`config.mk`:
```
export PLATFORM = sky130hd
export DESIGN_NAME = game_random_server
export DESIGN_NICKNAME = d
export VERILOG_FILES = /design/src/rtl/game_random_pkg.sv /design/src/rtl/game_random.sv /design/src/rtl/game_random_server.sv
export SDC_FILE = /design/constraint.sdc
export NUM_CORES = 1
export LEC_CHECK = 0
export CELL_PAD_IN_SITES_DETAIL_PLACEMENT = 0
export CELL_PAD_IN_SITES_GLOBAL_PLACEMENT = 1
export CORE_ASPECT_RATIO = 2
export CORE_MARGIN = 3
export CORE_UTILIZATION = 30
export DETAILED_ROUTE_END_ITERATION = 8
export PLACE_DENSITY = 0.63
export SLEW_MARGIN = 5
export SYNTH_ARGS = -nofsm -noshare
export SYNTH_HDL_FRONTEND = slang
export SYNTH_SLANG_ARGS = --single-unit
```
`constraint.sdc`:
```
create_clock -name clk -period 8.6 [get_ports clk]
set_input_delay 1.29 -clock clk [delete_from_list [all_inputs] [get_ports clk]]
set_output_delay 1.29 -clock clk [all_outputs]
set_load 0.005 [all_outputs]
```
`src/rtl/game_random_pkg.sv`:
```
// Shared types, LFSR constants and the round-robin pick helper for the random server.
package game_random_pkg;

  typedef enum logic {
    IDLE = 1'b0,
    DRAW = 1'b1
  } state_e;

  localparam logic [15:0] LFSR_SEED = 16'h1FFF;
  localparam logic [15:0] LFSR_TAPS = 16'h100B;

  // Widest requester vector the pick helper understands.
  localparam int unsigned RR_MAX = 32;
  localparam int unsigned RR_IW  = 5;

  // First set request at or above ptr, wrapping modulo n; returns ptr when nothing is set.
  function automatic int unsigned rr_pick(input logic [RR_MAX-1:0] req,
                                          input int unsigned       ptr,
                                          input int unsigned       n);
    int unsigned idx;
    logic        found;
    rr_pick = ptr;
    found   = 1'b0;
    for (int unsigned k = 0; k < RR_MAX; k++) begin
      idx = ptr + k;
      if (idx >= n) idx = idx - n;
      if (!found && (k < n) && req[idx[RR_IW-1:0]]) begin
        rr_pick = idx;
        found   = 1'b1;
      end
    end
  endfunction

endpackage

```
`src/rtl/game_random.sv`:
```
// Free-running 16-bit Galois LFSR shared by the game logic.
module game_random
  import game_random_pkg::*;
(
  input  logic        clk,
  input  logic        reset,
  output logic [15:0] random
);

  logic [15:0] lfsr_q;
  logic [15:0] lfsr_d;

  // Galois step: shift left, fold taps back in when the MSB falls out.
  always_comb begin
    lfsr_d = {lfsr_q[14:0], 1'b0} ^ (lfsr_q[15] ? LFSR_TAPS : 16'h0000);
  end

  // LFSR register, reloads the seed on reset and never stalls otherwise.
  always_ff @(posedge clk) begin
    if (reset) lfsr_q <= LFSR_SEED;
    else       lfsr_q <= lfsr_d;
  end

  assign random = lfsr_q;

endmodule

```
`src/rtl/game_random_server.sv`:
```
// Round-robin server handing out bounded random values by rejection sampling on a shared LFSR.
module game_random_server
  import game_random_pkg::*;
#(
  parameter int unsigned N_REQ       = 4,
  parameter int unsigned W           = 8,
  parameter int unsigned MAX_RETRIES = 4
) (
  input  logic               clk,
  input  logic               reset,
  input  logic [N_REQ-1:0]   req,
  input  logic [N_REQ*W-1:0] max_value,
  output logic [N_REQ-1:0]   done,
  output logic [W-1:0]       rnd_value,
  output logic               rnd_fallback,
  output logic               busy
);

  localparam int unsigned IW = $clog2(N_REQ);
  localparam int unsigned RW = $clog2(MAX_RETRIES + 1);

  logic [15:0]      lfsr_w;
  logic [W-1:0]     sample_c;

  state_e           state_q,  state_d;
  logic [IW-1:0]    rr_ptr_q, rr_ptr_d;
  logic [IW-1:0]    idx_q,    idx_d;
  logic [W-1:0]     max_q,    max_d;
  logic [RW-1:0]    retry_q,  retry_d;
  logic [N_REQ-1:0] done_q,   done_d;
  logic [W-1:0]     val_q,    val_d;
  logic             fb_q,     fb_d;
  logic             busy_q,   busy_d;

  logic [IW-1:0]    grant_c;
  logic [IW-1:0]    next_ptr_c;

  game_random u_lfsr (
    .clk    (clk),
    .reset  (reset),
    .random (lfsr_w)
  );

  assign sample_c = lfsr_w[W-1:0];

  // Upper LFSR bits are not part of the sample when W is narrower than the LFSR.
  if (W < 16) begin : g_unused_hi
    logic unused_lfsr_hi;
    assign unused_lfsr_hi = ^lfsr_w[15:W];
  end

  // Arbitration target and the pointer position following the current grant.
  always_comb begin
    grant_c    = IW'(rr_pick(RR_MAX'(req), 32'(rr_ptr_q), N_REQ));
    next_ptr_c = (idx_q == IW'(N_REQ - 1)) ? '0 : idx_q + IW'(1);
  end

  // Arbiter and draw FSM next-state / next-output logic.
  always_comb begin
    state_d  = state_q;
    rr_ptr_d = rr_ptr_q;
    idx_d    = idx_q;
    max_d    = max_q;
    retry_d  = retry_q;
    done_d   = '0;
    val_d    = '0;
    fb_d     = 1'b0;
    case (state_q)
      IDLE: begin
        if (|req) begin
          idx_d   = grant_c;
          max_d   = max_value[grant_c*W +: W];
          retry_d = '0;
          state_d = DRAW;
        end
      end
      DRAW: begin
        if (!req[idx_q]) begin
          state_d  = IDLE;
          rr_ptr_d = next_ptr_c;
        end else if (sample_c <= max_q) begin
          done_d[idx_q] = 1'b1;
          val_d         = sample_c;
          state_d       = IDLE;
          rr_ptr_d      = next_ptr_c;
        end else if (retry_q == RW'(MAX_RETRIES - 1)) begin
          done_d[idx_q] = 1'b1;
          val_d         = max_q;
          fb_d          = 1'b1;
          state_d       = IDLE;
          rr_ptr_d      = next_ptr_c;
        end else begin
          retry_d = retry_q + RW'(1);
        end
      end
      default: state_d = IDLE;
    endcase
    busy_d = (state_d == DRAW);
  end

  // State and registered outputs.
  always_ff @(posedge clk) begin
    if (reset) begin
      state_q  <= IDLE;
      rr_ptr_q <= '0;
      idx_q    <= '0;
      max_q    <= '0;
      retry_q  <= '0;
      done_q   <= '0;
      val_q    <= '0;
      fb_q     <= 1'b0;
      busy_q   <= 1'b0;
    end else begin
      state_q  <= state_d;
      rr_ptr_q <= rr_ptr_d;
      idx_q    <= idx_d;
      max_q    <= max_d;
      retry_q  <= retry_d;
      done_q   <= done_d;
      val_q    <= val_d;
      fb_q     <= fb_d;
      busy_q   <= busy_d;
    end
  end

  assign done         = done_q;
  assign rnd_value    = val_q;
  assign rnd_fallback = fb_q;
  assign busy         = busy_q;

endmodule

```
Word level (Yosys, flattened, before mapping)

Cells that the tools add are included.

Register bits after elaboration: 45
Input bits: 38
Output and inout port bits: 14
Word-level logic and storage cells: 96

Add/sub/neg operators: 9
Order comparisons: 11
Eq/ne operators: 7
Shift operators: 1
Muxes and demuxes: 43
Bitwise gates (word level): 3
Reductions and logical operators: 13

Operators with widths:

| kind                                                     | number |
|---|---|
| variable part select 32 x 6 -> 8 bit                     | 1 |
| < comparator 5 x 6 -> 1 bit, second input constant       | 4 |
| binary-select mux 1 bit (select 5 bit)                   | 4 |
| 2-to-1 mux 5 bit                                         | 4 |
| 2-to-1 mux 2 bit                                         | 8 |
| 2-to-1 mux 8 bit                                         | 2 |
| bitwise XOR 16 bit                                       | 1 |
| 2-to-1 mux 1 bit                                         | 14 |
| 2-to-1 mux 13 bit                                        | 1 |
| 2-to-1 mux 3 bit                                         | 4 |
| subtractor 3 x 3 -> 4 bit, second input constant         | 3 |
| greater-or-equal comparator 3 bit, second input constant | 3 |
| less-or-equal comparator 8 bit                           | 1 |
| 2-to-1 mux 4 bit                                         | 2 |
| OR reduction 4 bit                                       | 2 |
| adder 2 x 2 -> 3 bit, second input constant              | 2 |
| != test 2 bit, second input constant                     | 3 |
| one-hot mux 3 bit (2 select lines)                       | 1 |
| logical AND 1 bit                                        | 4 |
| AND reduction 2 bit                                      | 2 |
| AND reduction 4 bit                                      | 1 |
| subtractor 2 x 3 -> 4 bit, second input constant         | 1 |
| adder 2 x 1 -> 3 bit, second input constant              | 1 |
| adder 3 x 1 -> 3 bit, second input constant              | 1 |
| other kinds (14)                                         | 17 |

Logic depth before layout (Yosys ltp)

Gate-level depths: netlist (run 1).

Depth after elaboration: 15
Depth in mapped cells: 11
Gate-level depth less buffers: 8

Hierarchy

A second synthesis (run 1) with hierarchy kept.

Cells, all modules: 250
Area total of the unflattened synthesis: 2522.4 um^2

By module, submodules not included:

| module             | instances | cells an instance | area an instance (um^2) |
|---|---|---|---|
| game_random_server | 1         | 201               | 1959.4 |
| game_random        | 1         | 49                | 563.0 |

Worst setup path after synthesis (run 1)

Ideal clock, no wire load.

Kind: input -> register
Start: input port req[3]
End: register max_q[0]
Setup time: 0.141 ns
Arrival time: 2.880 ns
Required time: 8.459 ns
Slack: 5.579 ns
Cell stages on the path: 7
Buffers on the path: 1
Path through: mux4_2 -> nor3b_4 -> a31oi_4 -> xnor2_4 -> buf_12 -> mux2i_1 -> o221ai_1

Longest elaborated chain between the ends: 13
Elaborated cells between the ends (all ways): 24

RTL lines:

| item                                   | RTL line                  | text |
|---|---|---|
| start, declared                        | game_random_server.sv:11  | `input logic [N_REQ-1:0] req,` |
| binary-select mux 1 bit (select 5 bit) | game_random_pkg.sv:27     | `if (!found && (k < n) && req[idx[RR_IW-1:0]]) begin` |
| 2-to-1 mux 1 bit (not written as such) | game_random_pkg.sv:27     |  |
| 2-to-1 mux 1 bit                       | game_random_pkg.sv:27     |  |
| logical NOT 1 bit                      | game_random_pkg.sv:27     |  |
| logical AND 1 bit                      | game_random_pkg.sv:27     |  |
| 2-to-1 mux 1 bit                       | game_random_pkg.sv:27     |  |
| logical NOT 1 bit                      | game_random_pkg.sv:27     |  |
| logical AND 1 bit                      | game_random_pkg.sv:27     |  |
| 2-to-1 mux 1 bit                       | game_random_pkg.sv:27     |  |
| logical NOT 1 bit                      | game_random_pkg.sv:27     |  |
| logical AND 1 bit                      | game_random_pkg.sv:27     |  |
| 2-to-1 mux 2 bit                       | game_random_pkg.sv:27     |  |
| variable part select 32 x 6 -> 8 bit   | game_random_server.sv:72  | `max_d = max_value[grant_c*W +: W];` |
| end signal, assigned                   | game_random_server.sv:117 | `max_q <= max_d;` |
| end, declared                          | game_random_server.sv:28  | `logic [W-1:0] max_q, max_d;` |

Several ways; a longest one is shown, not always the timed one. The select of a mux whose other input is x is not followed.
A chain may end at the register's enable or synchronous reset.

Final worst setup path (run 1)

Start: input port reset
End: register val_q[5] (netlist: rnd_value[5])

Longest elaborated chain between the ends: 1

RTL lines:

| item                                | RTL line                  | text |
|---|---|---|
| start, declared                     | game_random_server.sv:10  | `input logic reset,` |
| OR reduction 3 bit (no source line) | n/a                       |  |
| end signal, assigned                | game_random_server.sv:120 | `val_q <= val_d;` |
| end, declared                       | game_random_server.sv:31  | `logic [W-1:0] val_q, val_d;` |

Every way passes these cells.

==> results of run 1 <==
==> final timing paths <==
check                                                 start                           to  slack, ps  cells past startpoint
worst max-delay path                                  reset      rnd_value[5]$_SDFF_PP0_       4940                      5
worst min-delay path            u_lfsr.random[8]$_SDFF_PP1_  u_lfsr.random[9]$_SDFF_PP1_        410                      1
worst max register to register     rr_ptr_q[0]$_SDFFE_PP0P_        max_q[4]$_SDFFE_PP0P_       5040                      8
worst min register to register  u_lfsr.random[8]$_SDFF_PP1_  u_lfsr.random[9]$_SDFF_PP1_        410                      1
==> critical path, stage by stage <==
cell and delay, ps:
clkdlybuf4s50_1 820, inv_1 570, nand3_1 220, nor4b_2 720, a22o_1 260
==> cell usage after synthesis (2+ instances only) <==
library cell   n
nand3_1        9
o41ai_1        3
and2_1         4
a221oi_1       2
a21oi_1        8
mux2_1         3
mux2i_2        2
a211oi_1       3
a22o_1         9
a21o_1         5
nor2b_1        3
nand2_1       12
o21a_1         2
nor2_1        17
ha_1          18
clkbuf_1       5
or2_2         10
mux4_2         3
o221ai_1       8
and3_1         2
o21ai_1        3
xnor2_1        3
mux2_2         2
a21boi_0       3
mux2i_1       17
inv_1         17
dfxtp_1       45
==> flip-flops by register name, summed over array words and instances, names as in the netlist <==
signal and count:
idx_q 2, retry_q 3, rnd_fallback 1, u_lfsr.random 16, max_q 8, rnd_value 8, state_q 1, done 4
rr_ptr_q 2
==> power by group <==
| part | leakage, nW | internal, mW | switching [mW] |
|---|---|---|---|
| clock network | 0.0704 | 0.109 | 0.0841 |
| logic | 0.763 | 0.0936 | 0.0922 |
| registers | 0.368 | 0.226 | 0.0224 |
| total | 1.20 | 0.429 | 0.199 |
==> area by class of cell <==
type | count | area (um^2) | share of cell area, %
tap | 94 | 118 | 3.77
clock buffer | 5 | 125 | 4.01
clock inverter | 3 | 25.0 | 0.802
timing repair buffer | 51 | 510 | 16.4
sequential | 45 | 901 | 28.9
inverter | 17 | 63.8 | 2.04
multi-input combinational | 168 | 1380 | 44.2
==> stage by stage <==
step	hold slack, ps	setup slack [ps]	power [mW]	instances	instance area [um^2]
after floorplan	389	5580	0.391	238	2400
after global placement	395	4660	0.441	375	2970
after detailed placement	398	4540	0.443	375	2970
after CTS	416	4880	0.637	383	3120
after global routing	433	4610	0.664	383	3120
final	411	4940	0.627	383	3120
==> cells in the final DEF (no fill, tap or decap), types with 3 or more instances in the layout <==
cell / synthesis / layout
clkdlybuf4s50_1: 0 / 51
dfxtp_1: 45 / 45
ha_1: 18 / 18
inv_1: 17 / 17
nor2_1: 17 / 17
mux2i_1: 17 / 17
nand2_1: 12 / 12
or2_2: 10 / 10
nand3_1: 9 / 9
a22o_1: 9 / 9
a21oi_1: 8 / 8
o221ai_1: 8 / 8
a21o_1: 5 / 5
clkbuf_16: 0 / 5
and2_1: 4 / 4
mux4_2: 3 / 3
nor2b_1: 3 / 3
o41ai_1: 3 / 3
mux2_1: 3 / 3
xnor2_1: 3 / 3
a21boi_0: 3 / 3
o21ai_1: 3 / 3
a211oi_1: 3 / 3
==> logic make-up after synthesis <==
logic type	synth area share, %
simple gates	15.3
fa+ha+maj	9.38
mux	13.4
buf+inv	5.05
xor+xnor	2.24
flops	37.5
compound gates	17.1
==> layer usage <==
layer  GRT usage [%]  vias up  part of all wire [%]
met1            12.5      879                    35
met5               0        -                     0
li1                -      959                     -
met2            28.8       38                    59
met3            2.59       10                   2.7
met4            6.52        0                   2.7
==> flow_results.org, run 1 <==
** Final layout
- The number of antenna diodes in the final layout is 0.
- Counting the fill cells in the layout gives 765.
- Synth-to-layout area growth :: 30.0%
- Once layout is complete, the utilization of the core stands at 40.5%.
- Cells with a size suffix above 1 make up 10.7% of the layout.
- The net count of the finished layout is roughly 340.

** Yosys
- For this run, the number of Yosys warnings is 0.
- Seq/Total Area, Yosys :: 37.5%
- Synthesized area :: around 2400 um^2
- After synthesis the netlist holds a flip-flop and latch count of 45.
- The number of nets handed over by synthesis was around 290.
- Of all flip-flops after synthesis, the portion carrying an async set or reset was 0%.
- Count of flip-flops with a built-in enable after synthesis :: 0
- After synthesis, the largest area contributor takes up 37.5% of total cell area.
- The synthesized design spends more area on one cell type than any other, namely dfxtp_1.
- Syn Inst Count :: between 200 and 250
- Ranked by total cell area, the synthesized netlist is headed by dfxtp_1 (38%), ha_1 (9.4%), mux2i_1 (7.1%).
- The average instance in the mapped netlist occupies 10.1 um^2.
- Dominant register cell in the synthesized netlist :: dfxtp_1
- Distinct cell type count of the synthesized netlist :: 47

** Placement
- Half-perimeter wire length after detailed placement :: between 4000 and 5000 um
- The congestion estimate from routability-driven global placement came to roughly 0.8.
- Port-buffer cells :: 51

** Detailed routing
- Detailed-route via count :: 1,886
- Total wirelength of the detailed-routed design :: 6110 um
- Number of design rule violations left after detail routing :: 0
- TritonRoute pass-1 iters :: 4
- After detailed routing, the average wire length per cell comes to between 15 and 20 um.
- Detailed Route Iter0 Violations :: 65
- After detailed routing, the number of vias per cell comes to slightly below 5.
- Number of nets with antenna violations after routing :: 0

** Power
- VDD sags by at most 104 uV.
- Leakage power summed over all cells :: 1.20 nW
- PD cells :: 201 nW/um^2

** Timing
- The worst pin sits at a relative slew slack of 39.8%.
- Setup violations remaining at the end of the flow were counted as 0.
- Slew of the pin with the lowest slew margin :: 901 ps
- Endpoints failing hold :: 0
- Achievable clock frequency :: 273 MHz
- The routed design could run at a clock period as short as about 3700 ps.
- Setup repair after global routing left no endpoint under its margin.
- Final sum of negative setup slack :: 0 ps
- The max-slew violation count was 0.
- For the final database, setup skew stands at around 6.3 ps.
- In the finished design, the share of the clock period the worst path needs comes to a little over two fifths.

** Floorplanning
- Top-Level Pins :: 52
- Die footprint :: 9180 um^2
- Placeable core region :: 7710 um^2
- Starting utilization of the core area :: around 31%
- Die outline width :: roughly 69 um
- Vertical extent of the die :: between 100 and 150 um
- Number of core rows :: 45

** Critical path
- STA classifies the critical path startpoint as an input pin.
- Worst endpoint required time :: 8830 ps
- Peak fanout along the critical path :: 24
- The worst setup path is of the in -> reg kind.
- Data arrival, critical path :: 3890 ps
- The worst setup path is captured at a register.

** Clocking
- Post CTS Setup Buffer Count :: 0
- At the later pin of the worst-skew pair, clock insertion delay measures approximately 290 ps.
- Clock-pin slew was measured on the worst setup and hold paths at ~70 ps.
- Hold buffer count at cts :: 0
- Clock tree synthesis inserted a total of 5 buffers.
- TritonCTS clock tree :: yes
- Buffer cell driving the clock tree root :: clkbuf_16
- Number of clock sinks :: 45
- Deepest clock path buffer count :: 2
- Gates resized during post-CTS repair numbered 0.
- H-tree level count :: 2

** Min path
- The min-delay analysis places its worst path in the category reg -> reg.

** Global routing
- Summed over all layers, the global routing overflow is 0.
- Number of antenna violations at the first check in global routing :: 0
- Pin count of the biggest net entering global routing :: 25
- Aggregate global-route resource usage :: roughly 14%
- Wire length of the first global-routing pass :: 10,100 um
- The via count of the first global-routing pass was just under 2,000.

** Flow run
- Max-cap violations in this run came to 0.

** Run status
- The flow ran to the end, and the final reports show no timing, DRC or antenna violations.
Power figures use the tool's default switching activity.
==> run 2, diff against run 1 <==
Settings changed: PLACE_DENSITY 0.63 to 0.66.
Clock period 8.6 ns to 3.25 ns, I/O delays scaled along.
==> run 2 against run 1 <==
Against the previous run:
- final cell count up 1.6%
- clock-buffer cell count up 2
- routed wire length fell by 6.5%
- core utilization increased by 0.45 points
- setup slack got worse by 4500 ps
- largest power group unchanged
- highest routed layer unchanged
==> flow_results.org, run 2 (synthesis gave the netlist of run 1 again) <==
** Timing
- After layout, the worst path uses 86.6% of the clock period.
- The worst-case hold slack was 410 ps (was 411 ps).
- Number of max-slew violations in the final report :: 0 (unchanged)
- Clock tree skew after final layout :: 1.38 ps (was 6.32 ps)
- Endpoints failing hold :: 0 (unchanged)
- Based on the critical path, the design can be clocked at up to 355 MHz.
- Final setup violation count :: 0 (unchanged)
- The slew at the pin with the worst max-slew slack came to 797 ps (was 901 ps).
- Final Critical Period :: roughly 2800 ps
- Unrepaired setup endpoints after global routing :: no (unchanged)
- The max-slew headroom at the worst pin is 46.8% (was 39.8%).
- The accumulated negative setup slack was 0 ps (unchanged).

** Final layout
- Number of flip-flops under the largest register name :: 16 (unchanged)
- The share of layout cells above drive strength 1 came to 11.9% (was 10.7%).
- The most common library cell in the layout ignoring fill and taps was clkdlybuf4s50_1 (unchanged).
- Diode count :: 0 (unchanged)
- Fillcell total :: 782 (was 765)
- Number of nets in the finished design :: 350 (was 344)
- Most frequent cells in the layout :: clkdlybuf4s50_1 (51), dfxtp_1 (45), ha_1 (18) (unchanged)
- Synth-to-layout area growth :: 31.5% (was 30.0%)

** Detailed routing
- The vias per cell was 4.95 (was 4.92).
- The via count was 1,927 (was 1,886).
- Total wirelength of the detailed-routed design :: 5710 um (was 6110 um)
- The routed length per instance came to 14.7 um (was 16.0 um).
- The remaining antenna violation count is 0 (unchanged).
- Detailed Route Iter0 Violations :: 86 (was 65)
- The remaining design rule violation count was 0 (unchanged).
- The detailed-routing iteration count for the pre-antenna-repair pass was 4 (unchanged).

** Placement
- Port-buffer cells :: 51 (unchanged)
- The routability congestion estimate came to 0.814 (was 0.778).
- Half-perimeter wire length after detailed placement :: 4650 um (was 4940 um)

** Critical path
- Reg2reg path depth :: 9 (was 8)
- The highest cell delay on the worst timing path was 590 ps (was 820 ps).
- The type of the worst setup path was reg -> reg (was in -> reg).
- Crit Reg-Reg Startpoint :: rr_ptr_q[1]$_SDFFE_PP0P_ (was rr_ptr_q[0]$_SDFFE_PP0P_)
- The maximum fanout encountered on the critical timing path is 15 (was 24).
- Type of destination of the critical path :: register (unchanged)
- The slowest cell on the critical path is mux4_2 (was clkdlybuf4s50_1).
- Cell Chain, Critical Path :: inv_1, ha_1, mux4_2, nor3b_4, a31oi_4, xnor2_4, buf_4, mux2i_1, o221ai_1 (was clkdlybuf4s50_1, inv_1, nand3_1, nor4b_2, a22o_1)
- Data arrival, critical path :: 2960 ps (was 3890 ps)
- The type of origin of the critical path was a register (was input pin).
- The endpoint required time on the critical path came to 3390 ps (was 8830 ps).
- Worst reg2reg endpoint :: max_q[3]$_SDFFE_PP0P_ (was max_q[4]$_SDFFE_PP0P_)
- Register-to-register setup slack :: 430 ps (was 5040 ps)

** Floorplanning
- The die extent in y was 133 um (unchanged).
- Placeable core region :: 7710 um^2 (unchanged)
- The die span in x was 69.3 um (unchanged).
- Top-Level Pins :: 52 (unchanged)
- The die area is 9180 um^2 (unchanged).
- The initial cell density of the core came to 31.1% (unchanged).
- The number of core rows is 45 (unchanged).

** Global routing
- The initial antenna violation count was 0 (unchanged).
- Via count of the first global-routing pass :: 1,941 (was 1,970)
- Overflow left after global routing :: 0 (unchanged)
- The wire length of the first global-routing pass is 9330 um (was 10,100 um).
- Pin count of the biggest net entering global routing :: 24 (was 25)
- Aggregate global-route resource usage :: 12.9% (was 14.1%)

** Min path
- Number of cells on the worst hold path :: 1 (unchanged)
- Worst Hold Path EP :: u_lfsr.random[11]$_SDFF_PP1_ (was u_lfsr.random[9]$_SDFF_PP1_)
- The classification of the worst-slack hold path is reg -> reg (unchanged).
- The start point of the worst min-delay path is u_lfsr.random[10]$_SDFF_PP1_ (was u_lfsr.random[8]$_SDFF_PP1_).

** Clocking
- Post CTS Setup Buffer Count :: 0 (unchanged)
- The clock net sink count came to 45 (unchanged).
- TritonCTS clock tree :: yes (unchanged)
- The maximum count of clock buffers along a single path is 2 (unchanged).
- The number of buffers inserted for hold repair after clock tree synthesis was 0 (unchanged).
- Buffer cell driving the clock tree root :: clkbuf_16 (unchanged)
- The clock transition at the registers of the reported paths was 60 ps (was 70 ps).
- Clock insertion delay at the later pin of the skew report :: 280 ps (was 290 ps)
- The number of CTS-inserted buffers is 5 (unchanged).
- Cells resized by post-CTS repair :: 0 (unchanged)
- H-tree level count :: 2 (unchanged)

** Flow run
- The reported max-cap violation count is 0 (unchanged).

** Power
- Max rail drop VDD :: 227 uV (was 104 uV)
- The power density over the cells is 518 nW/um^2 (was 201 nW/um^2).
- The leakage power summed over all cells is 1.23 nW (was 1.20 nW).

** Run status
- Status: complete, no violations (unchanged).
run 2: area by class of cell:
class	instances	area, um^2	area share (%)
inverter	17	63.8	2.02
clock inverter	1	7.51	0.238
sequential	45	901	28.5
timing repair buffer	57	556	17.6
clock buffer	7	133	4.20
tap	94	118	3.73
multi-input combinational	168	1380	43.7
run 2: report_power, final:
group	internal [mW]	switching, mW	leakage (nW)	total (mW)
Clock	0.285	0.197	0.0641	0.482
Combinational	0.261	0.253	0.793	0.513
Sequential	0.598	0.0440	0.368	0.642
run 2: per-layer routing:
layer,vias up,wire (um),track usage (%)
li1,970,-,-
met2,34,3460,25.6
met3,9,155,2.43
met4,0,163,6.41
met1,914,1940,12.2
met5,-,0,0
run 2: critical path, delay by kind of cell, from the launching register on:
kind	cells	cell delay (ps)
multiplexers	2	840
adder cells (fa/ha/maj)	1	430
flip-flops	1	360
AO/OA/AOI/OAI	2	360
buffers and inverters	2	350
AND/OR/NAND/NOR	1	190
XOR/XNOR	1	130
run 2: metrics by stage:
stage	setup WS [ps]	util [%]	total power, mW	area [um^2]	std cells
global route	300	40.9	1.74	3160	389
detailed placement	338	39.1	1.18	3020	381
floorplan	403	-	1.03	2400	238
CTS	410	40.9	1.66	3160	389
global placement	433	39.1	1.17	3020	381
finish	435	40.9	1.64	3160	389
run 2: how the worst max path moves through the flow:
| stage | from | end | slack (ps) | cells after the start |
|---|---|---|---|---|
| 2_1_floorplan | rr_ptr_q[0]$_SDFFE_PP0P_ | max_q[0]$_SDFFE_PP0P_ | 400 | 11 |
| 3_3_place_gp | req[3] | max_q[5]$_SDFFE_PP0P_ | 430 | 8 |
| 3_5_place_dp | req[3] | max_q[1]$_SDFFE_PP0P_ | 340 | 8 |
| 4_1_cts | rr_ptr_q[1]$_SDFFE_PP0P_ | max_q[1]$_SDFFE_PP0P_ | 410 | 9 |
| 5_1_grt | rr_ptr_q[1]$_SDFFE_PP0P_ | max_q[1]$_SDFFE_PP0P_ | 300 | 9 |
| 6_report | rr_ptr_q[1]$_SDFFE_PP0P_ | max_q[3]$_SDFFE_PP0P_ | 430 | 9 |
==> run 3, diff against run 2 <==
Settings changed: CAP_MARGIN from default to 10, CORE_UTILIZATION 30 to 35, PLACE_DENSITY 0.66 to 0.75.
==> run 3 against run 2 <==
Against the previous run:
- sequential share of layout area grew 0.16 points
- cell area decreased by 0.55%
- fmax up 1.6%
- clock skew is 4.5 ps higher
- critical path type unchanged
- sequential power about the same
- final cell count decreased by 2.1%
- die area down 13%
- core utilization increased by 6.5 points
- register-to-register slack better by 50 ps
- flip-flop and latch count unchanged
==> flow_results.org, run 3 (synthesis gave the netlist of run 1 again) <==
** Timing
- Clock tree skew after final layout :: 5.84 ps (was 1.38 ps)
- Fin crit share :: 85.2% (was 86.6%)
- Final Critical Period :: 2770 ps (was 2820 ps)
- Final sum of negative setup slack :: 0 ps (unchanged)
- Hold slack :: 407 ps (was 410 ps)
- Unrepaired setup endpoints after global routing: no (unchanged).
- Relative slew slack :: 42.2% (was 46.8%)
- The count of final setup violators came to 0 (unchanged).
- The number of hold violations in the final report came to 0 (unchanged).
- The highest clock rate was 361 MHz (was 355 MHz).
- Number of max-slew violations in the final report :: 0 (unchanged)
- The slew at the pin with the worst max-slew slack was 864 ps (was 797 ps).

** Floorplanning
- The total I/O pin count came to 52 (unchanged).
- Die footprint :: 7950 um^2 (was 9180 um^2)
- Vertical extent of the die :: 123 um (was 133 um)
- Placeable core region :: 6620 um^2 (was 7710 um^2)
- Number of core rows :: 42 (was 45)
- The die span in x was 64.6 um (was 69.3 um).
- Starting utilization of the core area :: 36.3% (was 31.1%)

** Final layout
- The cell area after layout is 3140 um^2 (was 3160 um^2).
- The total area of multi-input combinational cells was 1380 um^2 (unchanged).
- The area taken by flip-flops and latches was 901 um^2 (unchanged).
- Most frequent standard cell in the layout excluding fill and tap cells :: clkdlybuf4s50_1 (unchanged)
- The number of filler instances in the final layout is 654 (was 782).
- The relative area change from synthesis to final layout was 30.7% (was 31.5%).
- Diode count :: 0 (unchanged)
- The number of flip-flops under the largest register name was 16 (unchanged).
- The final design utilization came to 47.4% (was 40.9%).
- Share of cells above drive strength 1 :: 11.9% (about the same)
- Number of nets in the finished design :: 350 (unchanged)
- Most frequent cells in the layout: clkdlybuf4s50_1 (51), dfxtp_1 (45), ha_1 (18) (unchanged).

** Detailed routing
- The vias per cell is 5.03 (was 4.95).
- The detailed router's first-iteration violation count is 67 (was 86).
- The routed wire length came to 5660 um (was 5710 um).
- TritonRoute pass-1 iters :: 4 (unchanged)
- Number of nets with antenna violations after routing :: 0 (unchanged)
- The via count is 1,916 (was 1,927).
- The routed length per instance came to 14.8 um (was 14.7 um).
- The remaining design rule violation count came to 0 (unchanged).

** Power
- The power density over the cells came to 518 nW/um^2 (about the same).
- Comb power frac :: 31.6% (was 31.4%)
- NetSw :: 494 uW (was 493 uW)
- The sequential share of power is 39.4% (was 39.2%).
- The design internal power is 1.13 mW (was 1.14 mW).
- Max rail drop VDD :: 196 uV (was 227 uV)
- Net switching fraction of the power :: 30.3% (was 30.1%)
- The leakage power summed over all cells came to 1.23 nW (about the same).
- Part of the total power dissipated in the clock network :: 28.9% (was 29.4%)

** Critical path
- Crit Reg-Reg Startpoint :: rr_ptr_q[0]$_SDFFE_PP0P_ (was rr_ptr_q[1]$_SDFFE_PP0P_)
- Register-to-register setup slack :: 480 ps (was 430 ps)
- Critical path startpoint category :: register (unchanged)
- The depth of the most critical reg-to-reg path is 9 (unchanged).
- The critical path capture point type was a register (unchanged).
- Crit path kind :: reg -> reg (unchanged)
- Worst endpoint required time :: 3390 ps (about the same)
- Peak fanout along the critical path :: 15 (unchanged)
- Data arrival, critical path :: 2910 ps (was 2960 ps)
- Worst reg2reg endpoint :: max_q[5]$_SDFFE_PP0P_ (was max_q[3]$_SDFFE_PP0P_)

** Placement
- Final Wtd Congestion :: 0.878 (was 0.814)
- Placed cell area :: 3010 um^2 (was 3020 um^2)
- Half-perimeter wire length after detailed placement :: 4440 um (was 4650 um)
- Port-buffer cells :: 51 (unchanged)

** Min path
- The start point of the worst min-delay path is u_lfsr.random[10]$_SDFF_PP1_ (unchanged).
- The endpoint of the worst hold path was u_lfsr.random[11]$_SDFF_PP1_ (unchanged).
- Worst hold path class :: reg -> reg (unchanged)
- Number of cells on the worst hold path :: 1 (unchanged)

** Clocking
- Number of clock sinks :: 45 (unchanged)
- The depth of the CTS H-tree came to 2 (unchanged).
- Clock Pin Slew Worst Setup and Hold Paths :: 60 ps (about the same)
- The post-cts sizing count was 0 (unchanged).
- The number of buffers inserted for hold repair after clock tree synthesis was 0 (unchanged).
- The number of CTS-inserted buffers came to 5 (unchanged).
- The maximum count of clock buffers along a single path was 2 (unchanged).
- Clock insertion delay at the later pin of the skew report :: 280 ps (about the same)
- The TritonCTS clock tree is yes (unchanged).
- The number of setup buffers added after CTS was 0 (unchanged).
- The clock root buffer is clkbuf_16 (unchanged).

** Run status
- Status: complete, no violations (unchanged).

** Flow run
- MaxCap Viol Count :: 0 (unchanged)

** Global routing
- Wire length of the first global-routing pass :: 9160 um (was 9330 um)
- The overall track demand over capacity in global routing was 15.2% (was 12.9%).
- The via count of the first global-routing pass came to 1,934 (was 1,941).
- The initial antenna violation count came to 0 (unchanged).
- Pin count of the biggest net entering global routing :: 24 (unchanged)
- Overflow left after global routing :: 0 (unchanged)
-- run 3: cell count changes in the layout (fill, tap and decap cells not counted), sizes merged --
| cell | before | now |
|---|---|---|
| clkbuf | 7 | 5 |
| clkinv | 0 | 1 |
| clkinvlp | 1 | 0 |
-- run 3: area by class of cell --
cell class              instances  area share, %
clock buffers                   5           3.99
clock inverters                 1          0.159
inverters                      17           2.03
multi-input cells             168           43.9
flip-flops and latches         45           28.7
well taps                      88           3.51
repair buffers                 57           17.7
-- run 3: routing by layer --
metal	global-route usage [%]	up-vias	share of wire, %
li1	-	973	-
met2	29.9	34	58
met4	7.28	0	3.0
met5	0	-	0
met1	14.7	898	37
met3	2.82	11	2.5
-- run 3: worst max-delay path by stage --
stage / start / end / slack (ps) / depth (start not counted)
global route: rr_ptr_q[0]$_SDFFE_PP0P_ / max_q[5]$_SDFFE_PP0P_ / 290 / 9
global placement: req[0] / max_q[5]$_SDFFE_PP0P_ / 410 / 8
detailed placement: req[3] / max_q[5]$_SDFFE_PP0P_ / 360 / 8
CTS: rr_ptr_q[1]$_SDFFE_PP0P_ / max_q[5]$_SDFFE_PP0P_ / 450 / 9
finish: rr_ptr_q[0]$_SDFFE_PP0P_ / max_q[5]$_SDFFE_PP0P_ / 480 / 9
floorplan: rr_ptr_q[0]$_SDFFE_PP0P_ / max_q[0]$_SDFFE_PP0P_ / 400 / 11
-- run 3: stage by stage --
step,worst slack [ps],instances,power (mW)
2_1_floorplan,403,238,1.03
3_3_place_gp,415,375,1.17
3_5_place_dp,358,375,1.17
4_1_cts,452,381,1.65
5_1_grt,286,381,1.72
6_report,480,381,1.63
-- run 3: power groups by stage --
stage                     clock (mW)  sequential (mW)  combinational, mW
final                          0.470            0.641              0.514
after global routing           0.499            0.647              0.577
after CTS                      0.485            0.643              0.520
after detailed placement           0            0.656              0.517
after global placement             0            0.655              0.510
after floorplan                    0            0.641              0.393
-- run 3: worst max-delay path: stages, from the launching register on --
cell and delay [ps]:
dfxtp_1 340, inv_1 90, ha_1 440, mux4_2 570
nor3b_4 190, a31oi_4 230, xnor2_4 130, buf_4 270
mux2i_1 240, o221ai_1 120
